===== config.mk =====
export PLATFORM = sky130hd
export DESIGN_NAME = multicycle_ctrl_flat
export DESIGN_NICKNAME = d
export VERILOG_FILES = /design/src/rtl/multicycle_ctrl_if.sv /design/src/rtl/multicycle_ctrl.sv /design/src/flat_wrapper.sv
export SDC_FILE = /design/constraint.sdc
export NUM_CORES = 1
export LEC_CHECK = 0
export ABC_AREA = 1
export CORE_UTILIZATION = 40
export CTS_BUF_LIST = sky130_fd_sc_hd__clkbuf_16
export DETAILED_ROUTE_END_ITERATION = 12
export PLACE_DENSITY = 0.82
export SETUP_SLACK_MARGIN = 0.15
export SLEW_MARGIN = 30
export SYNTH_ARGS = -nofsm -noshare
export SYNTH_HDL_FRONTEND = slang
export SYNTH_SLANG_ARGS = --single-unit

===== constraint.sdc =====
create_clock -name clk -period 2.1 [get_ports clk]
set_input_delay 0.21 -clock clk [delete_from_list [all_inputs] [get_ports clk]]
set_output_delay 0.21 -clock clk [all_outputs]
set_load 0.005 [all_outputs]

===== src/rtl/multicycle_ctrl_if.sv =====
// Control bundle between the multicycle MIPS sequencer and its datapath.
// The sequencer (master) receives the opcode, the ALU zero flag and the memory
// ready handshake. It drives every mux select and write enable, plus a debug
// view of its state.
interface multicycle_ctrl_if;
  logic [5:0] opcode;
  logic       zero;
  logic       mem_ready;

  logic       pc_en;
  logic       ir_write;
  logic       mem_write;
  logic       reg_write;
  logic       iord;
  logic       reg_dst;
  logic       mem_to_reg;
  logic       alu_src_a;
  logic [1:0] alu_src_b;
  logic [1:0] alu_op;
  logic [1:0] pc_src;
  logic       instr_done;
  logic       illegal_op;
  logic [3:0] state;

  modport master (
    input  opcode, zero, mem_ready,
    output pc_en, ir_write, mem_write, reg_write,
    output iord, reg_dst, mem_to_reg, alu_src_a, alu_src_b, alu_op, pc_src,
    output instr_done, illegal_op, state
  );

  modport slave (
    output opcode, zero, mem_ready,
    input  pc_en, ir_write, mem_write, reg_write,
    input  iord, reg_dst, mem_to_reg, alu_src_a, alu_src_b, alu_op, pc_src,
    input  instr_done, illegal_op, state
  );
endinterface


===== src/rtl/multicycle_ctrl.sv =====
// Moore-style control sequencer for the multicycle MIPS datapath.
// The sequencer handles one instruction at a time. Memory states stall on
// mem_ready. Opcodes it does not support are flagged with a one-cycle
// illegal_op pulse, and the sequencer then returns to FETCH.
module multicycle_ctrl #(
  parameter bit         MEM_WAIT_EN = 1'b1,
  parameter logic [5:0] OP_RTYPE    = 6'b000000,
  parameter logic [5:0] OP_LW       = 6'b100011,
  parameter logic [5:0] OP_SW       = 6'b101011,
  parameter logic [5:0] OP_BEQ      = 6'b000100,
  parameter logic [5:0] OP_ADDI     = 6'b001000,
  parameter logic [5:0] OP_J        = 6'b000010
) (
  input  logic              clk,
  input  logic              rst_n,
  multicycle_ctrl_if.master bus
);

  typedef enum logic [3:0] {
    S_FETCH    = 4'd0,
    S_DECODE   = 4'd1,
    S_MEMADR   = 4'd2,
    S_MEMRD    = 4'd3,
    S_MEMWB    = 4'd4,
    S_MEMWR    = 4'd5,
    S_EXEC     = 4'd6,
    S_ALUWB    = 4'd7,
    S_BRANCH   = 4'd8,
    S_ADDIEXEC = 4'd9,
    S_ADDIWB   = 4'd10,
    S_JUMP     = 4'd11
  } state_t;

  state_t state_q, state_d;

  // With wait states disabled, every memory access completes in one cycle.
  logic mem_rdy;
  assign mem_rdy = MEM_WAIT_EN ? bus.mem_ready : 1'b1;

  // The enables and pulses are first decoded from state. They are then gated
  // with rst_n, so that no write can escape while reset is held.
  logic pc_en_raw, ir_write_raw, mem_write_raw, reg_write_raw;
  logic instr_done_raw, illegal_op_raw;

  // State register. Reset sends the sequencer back to FETCH, and any
  // instruction in progress is aborted.
  // NOTE: the asynchronous reset appears in the sensitivity list, and the state
  // uses non-blocking assignment, so every flop updates from the same
  // pre-edge values.
  always_ff @(posedge clk or negedge rst_n) begin
    if (!rst_n) state_q <= S_FETCH;
    else        state_q <= state_d;
  end

  // Next-state and output decode from the current state. Only the memory
  // enables, the handshake-gated enables and the branch pc_en look at inputs.
  // NOTE: every output gets a default first, so each path assigns it and no
  // latch is inferred.
  always_comb begin
    state_d        = state_q;
    pc_en_raw      = 1'b0;
    ir_write_raw   = 1'b0;
    mem_write_raw  = 1'b0;
    reg_write_raw  = 1'b0;
    instr_done_raw = 1'b0;
    illegal_op_raw = 1'b0;
    bus.iord       = 1'b0;
    bus.reg_dst    = 1'b0;
    bus.mem_to_reg = 1'b0;
    bus.alu_src_a  = 1'b0;
    bus.alu_src_b  = 2'b00;
    bus.alu_op     = 2'b00;
    bus.pc_src     = 2'b00;

    case (state_q)
      S_FETCH: begin
        bus.alu_src_b = 2'b01;           // PC + 4
        ir_write_raw  = mem_rdy;
        pc_en_raw     = mem_rdy;
        if (mem_rdy) state_d = S_DECODE;
      end
      S_DECODE: begin
        bus.alu_src_b = 2'b11;           // Compute the branch target ahead of time.
        case (bus.opcode)
          OP_LW, OP_SW: state_d = S_MEMADR;
          OP_RTYPE:     state_d = S_EXEC;
          OP_BEQ:       state_d = S_BRANCH;
          OP_ADDI:      state_d = S_ADDIEXEC;
          OP_J:         state_d = S_JUMP;
          default: begin
            state_d        = S_FETCH;
            illegal_op_raw = 1'b1;
          end
        endcase
      end
      S_MEMADR: begin
        bus.alu_src_a = 1'b1;
        bus.alu_src_b = 2'b10;
        // The IR still holds the opcode, so it is safe to steer on it again.
        state_d = (bus.opcode == OP_LW) ? S_MEMRD : S_MEMWR;
      end
      S_MEMRD: begin
        bus.iord = 1'b1;
        if (mem_rdy) state_d = S_MEMWB;
      end
      S_MEMWB: begin
        bus.mem_to_reg = 1'b1;
        reg_write_raw  = 1'b1;
        instr_done_raw = 1'b1;
        state_d        = S_FETCH;
      end
      S_MEMWR: begin
        bus.iord      = 1'b1;
        mem_write_raw = 1'b1;            // Stays asserted for the whole stall.
        if (mem_rdy) begin
          instr_done_raw = 1'b1;
          state_d        = S_FETCH;
        end
      end
      S_EXEC: begin
        bus.alu_src_a = 1'b1;
        bus.alu_op    = 2'b10;
        state_d       = S_ALUWB;
      end
      S_ALUWB: begin
        bus.reg_dst    = 1'b1;
        reg_write_raw  = 1'b1;
        instr_done_raw = 1'b1;
        state_d        = S_FETCH;
      end
      S_BRANCH: begin
        bus.alu_src_a  = 1'b1;
        bus.alu_op     = 2'b01;
        bus.pc_src     = 2'b01;
        pc_en_raw      = bus.zero;
        instr_done_raw = 1'b1;
        state_d        = S_FETCH;
      end
      S_ADDIEXEC: begin
        bus.alu_src_a = 1'b1;
        bus.alu_src_b = 2'b10;
        state_d       = S_ADDIWB;
      end
      S_ADDIWB: begin
        reg_write_raw  = 1'b1;
        instr_done_raw = 1'b1;
        state_d        = S_FETCH;
      end
      S_JUMP: begin
        bus.pc_src     = 2'b10;
        pc_en_raw      = 1'b1;
        instr_done_raw = 1'b1;
        state_d        = S_FETCH;
      end
      default: state_d = S_FETCH;        // Encodings 12-15: all outputs idle.
    endcase
  end

  assign bus.pc_en      = pc_en_raw      & rst_n;
  assign bus.ir_write   = ir_write_raw   & rst_n;
  assign bus.mem_write  = mem_write_raw  & rst_n;
  assign bus.reg_write  = reg_write_raw  & rst_n;
  assign bus.instr_done = instr_done_raw & rst_n;
  assign bus.illegal_op = illegal_op_raw & rst_n;
  assign bus.state      = state_q;

endmodule


===== src/flat_wrapper.sv =====
// flat-port wrapper written by rule: the top's interface ports become plain ports
module multicycle_ctrl_flat 
#(
  parameter bit         MEM_WAIT_EN = 1'b1,
  parameter logic [5:0] OP_RTYPE    = 6'b000000,
  parameter logic [5:0] OP_LW       = 6'b100011,
  parameter logic [5:0] OP_SW       = 6'b101011,
  parameter logic [5:0] OP_BEQ      = 6'b000100,
  parameter logic [5:0] OP_ADDI     = 6'b001000,
  parameter logic [5:0] OP_J        = 6'b000010
)
  (clk, rst_n, bus_opcode, bus_zero, bus_mem_ready, bus_pc_en, bus_ir_write, bus_mem_write, bus_reg_write, bus_iord, bus_reg_dst, bus_mem_to_reg, bus_alu_src_a, bus_alu_src_b, bus_alu_op, bus_pc_src, bus_instr_done, bus_illegal_op, bus_state);
  multicycle_ctrl_if bus_i ();
  input  logic clk;
  input  logic rst_n;
  input wire logic [$bits(bus_i.opcode)-1:0] bus_opcode;
  input wire logic [$bits(bus_i.zero)-1:0] bus_zero;
  input wire logic [$bits(bus_i.mem_ready)-1:0] bus_mem_ready;
  output wire logic [$bits(bus_i.pc_en)-1:0] bus_pc_en;
  output wire logic [$bits(bus_i.ir_write)-1:0] bus_ir_write;
  output wire logic [$bits(bus_i.mem_write)-1:0] bus_mem_write;
  output wire logic [$bits(bus_i.reg_write)-1:0] bus_reg_write;
  output wire logic [$bits(bus_i.iord)-1:0] bus_iord;
  output wire logic [$bits(bus_i.reg_dst)-1:0] bus_reg_dst;
  output wire logic [$bits(bus_i.mem_to_reg)-1:0] bus_mem_to_reg;
  output wire logic [$bits(bus_i.alu_src_a)-1:0] bus_alu_src_a;
  output wire logic [$bits(bus_i.alu_src_b)-1:0] bus_alu_src_b;
  output wire logic [$bits(bus_i.alu_op)-1:0] bus_alu_op;
  output wire logic [$bits(bus_i.pc_src)-1:0] bus_pc_src;
  output wire logic [$bits(bus_i.instr_done)-1:0] bus_instr_done;
  output wire logic [$bits(bus_i.illegal_op)-1:0] bus_illegal_op;
  output wire logic [$bits(bus_i.state)-1:0] bus_state;
  assign bus_i.opcode = bus_opcode;
  assign bus_i.zero = bus_zero;
  assign bus_i.mem_ready = bus_mem_ready;
  assign bus_pc_en = bus_i.pc_en;
  assign bus_ir_write = bus_i.ir_write;
  assign bus_mem_write = bus_i.mem_write;
  assign bus_reg_write = bus_i.reg_write;
  assign bus_iord = bus_i.iord;
  assign bus_reg_dst = bus_i.reg_dst;
  assign bus_mem_to_reg = bus_i.mem_to_reg;
  assign bus_alu_src_a = bus_i.alu_src_a;
  assign bus_alu_src_b = bus_i.alu_src_b;
  assign bus_alu_op = bus_i.alu_op;
  assign bus_pc_src = bus_i.pc_src;
  assign bus_instr_done = bus_i.instr_done;
  assign bus_illegal_op = bus_i.illegal_op;
  assign bus_state = bus_i.state;
  multicycle_ctrl #(.MEM_WAIT_EN(MEM_WAIT_EN), .OP_RTYPE(OP_RTYPE), .OP_LW(OP_LW), .OP_SW(OP_SW), .OP_BEQ(OP_BEQ), .OP_ADDI(OP_ADDI), .OP_J(OP_J)) u_core (.clk(clk), .rst_n(rst_n), .bus(bus_i));
endmodule

==> metrics.txt <==
initial antenna violation count 0; PortBufs 29; DRC viols 0; layout net count 176; max FFs per register 4; Fill cells 32; Synth area leaders nand2_1, dfrtp_1, nor2_1; vias per cell 6.29; DRT antenna net count 0; CP startpoint kind flip-flop; average routed wire per standard cell 21.1 um; site row count 12; Cell Area, Synth 549 sq um; M2 GR Usage 0.538; setup TNS 0 ns; post-route clock period utilization 0.991; Die Footprint 1530 sq um; routed wire length 3.75 mm; drt initial violations 127; Rel. slew slack 0.784; post-route minimum period 2.08 ns; clk sinks 4; fin. max-slew vios 0; crit path capture type primary output; root buffer cell clkbuf_16; cell with the most instances after synthesis nand2_1; Core ar. 1190 sq um; drt pass-1 iters 6; RSZ-0062 raised after global routing true; pin count of the biggest net entering global routing 6; Placed Area 865 sq um; Post-synth EDFFs 0; clock-pin slew on the worst setup and hold paths 0.03 ns; worst r2r path cells 9; Design Area, Final 1130 sq um; leading area contributor after synthesis nand2_1; Critical Path AT 1.87 ns; n_diodes 0; Hold WC Path Type input pin to async pin; maximum VDD drop 0.918 mV; P&R area growth vs syn 106%; cts bufs inserted 3; routability cong. 0.884; reg2reg setup slack 0.55 ns; leak pwr 0.676 nW; Worst EP required 1.89 ns; Synth top area share 0.253; # Max-Cap Violations 0; Starting Density 0.463; # setup viols final 0; NetSw 0.438 mW; FFs w/ async S/R, synth 1.00; critical path fanouts, max 4; Hold Fails Final Rpt 0; Fin Clk Skew 0.00450 ns; total grt overflow 0; CTS Buffer Depth 2; Multi-input gate area 402 sq um; Yosys cell types 12; syn nets 123; global routing usage on met1 0.424; Switching Share 0.416; post-DP HPWL 1.33 mm; cell internal pwr 0.615 mW; Crit path max-delay family buffers and inverters; Slew @ Worst Pin 0.323 ns; first-pass GRT wire length 3.50 mm; Yosys reg bits 4; clock share of power 0.291; via count 1120; Syn. warnings 0; Most Crowded Layer GR met2; post-synthesis sequential area ratio 0.182; critical path buffer and inverter count 3; Power per Cell Area 932 nW/um^2; RR Startpoint u_core.bus.state[2]$_DFFE_PN0P_; Register Area 101 sq um; crit path kind flip-flop to primary output; share of layout cells above drive strength 1 0.287; fin util 0.953; vias in the first global route 794; status finished, final reports clean; GRT Overall Usage 0.351; worst skew pair latency 0.23 ns; CTS tree yes; FF-to-FF End u_core.bus.state[2]$_DFFE_PN0P_; Power, Total 1.05 mW; delay of the slowest cell on the worst path 0.51 ns; H-Tree Level Count 1; cells after synthesis 113; Die X-Extent 39.1 um; die height 39.1 um; CP max-delay cell clkdlybuf4s50_1; crit path cell chain inv_2 > nand2_4 > nor2_2 > inv_1 > nand2_1 > clkdlybuf4s50_1; Achievable Freq 480 MHz; Seq pwr share 0.120; top post-synthesis cells by count nand2_1, nor2_1, inv_1; most common flop cell mapped by yosys dfrtp_1; Comb pwr share 0.589; met3 global-route usage 0.127; Ports 30; post-synthesis average cell area 4.86 sq um
-- layout make-up --
cell class | count | area share
Sequential cell | 4 | 0.0897
Timing Repair Buffer | 48 | 0.393
Inverter | 24 | 0.0797
Clock buffer | 3 | 0.0664
Multi-Input combinational cell | 85 | 0.355
Tap cell | 14 | 0.0155
-- cells in the final DEF (no fill, tap or decap), drive strengths merged --
cell type | synthesis | layout
clkbuf | 0 | 3
o21ai | 4 | 4
clkdlybuf4s50 | 0 | 23
dlymetal6s2s | 0 | 5
nand2 | 39 | 39
nor2 | 28 | 28
nand3b | 1 | 1
dfrtp | 4 | 4
nand3 | 11 | 11
nor3 | 2 | 2
inv | 24 | 24
dlygate4sd2 | 0 | 1
buf | 0 | 19
-- stage by stage --
stage               cells  setup WS (ns)  hold WS [ns]
finish                178         0.0179         0.482
global route          178         0.0232         0.483
CTS                   169          0.138         0.408
detailed placement    157          0.140         0.625
global placement      157          0.163         0.636
floorplan             113          0.883       -0.0856
-- repair_timing --
action / CTS / global route
setup buffers: 9 / 9
setup endpoints to repair: 4 / 5
resized for setup: 12 / 14
hold buffers: 0 / 0
pin swaps: 3 / 1
-- per-layer routing --
layer  part of all wire  vias to the layer above
li1                   -                      438
met3               0.13                       58
met1               0.34                      489
met2               0.43                      135
met4              0.091                        0
met5                  0                        -
-- worst reg2reg max path: cells and delay by family (launching register included) --
kind	cells	cell delay (ns)
flip-flops	1	0.43
buffers and inverters	3	0.38
AND/OR/NAND/NOR	6	0.61
-- logic make-up after synthesis --
family | share of synthesized area
and+or+nand+nor | 0.617
DFF | 0.182
buffers and inverters | 0.164
AOI/OAI and AO/OA | 0.0364
-- power by group through the flow --
| stage | Combinational (mW) | Clock [mW] | Sequential, mW |
|---|---|---|---|
| after floorplan | 0.199 | 0 | 0.114 |
| after global placement | 0.378 | 0 | 0.117 |
| after detailed placement | 0.380 | 0 | 0.118 |
| after CTS | 0.468 | 0.295 | 0.117 |
| after global routing | 0.649 | 0.304 | 0.123 |
| final | 0.620 | 0.306 | 0.126 |
-- worst max-delay path by stage --
stage	start	to	slack (ns)	cells after the start
finish	u_core.bus.state[2]$_DFFE_PN0P_	bus_iord	0.02	6
global route	u_core.bus.state[2]$_DFFE_PN0P_	bus_iord	0.02	6
CTS	bus_opcode[2]	bus_illegal_op	0.14	6
detailed placement	bus_opcode[2]	bus_illegal_op	0.14	6
global placement	bus_opcode[2]	bus_illegal_op	0.16	6
floorplan	u_core.bus.state[1]$_DFFE_PN0P_	bus_instr_done	0.88	7
No activity file was read; power rests on OpenSTA's default activity.
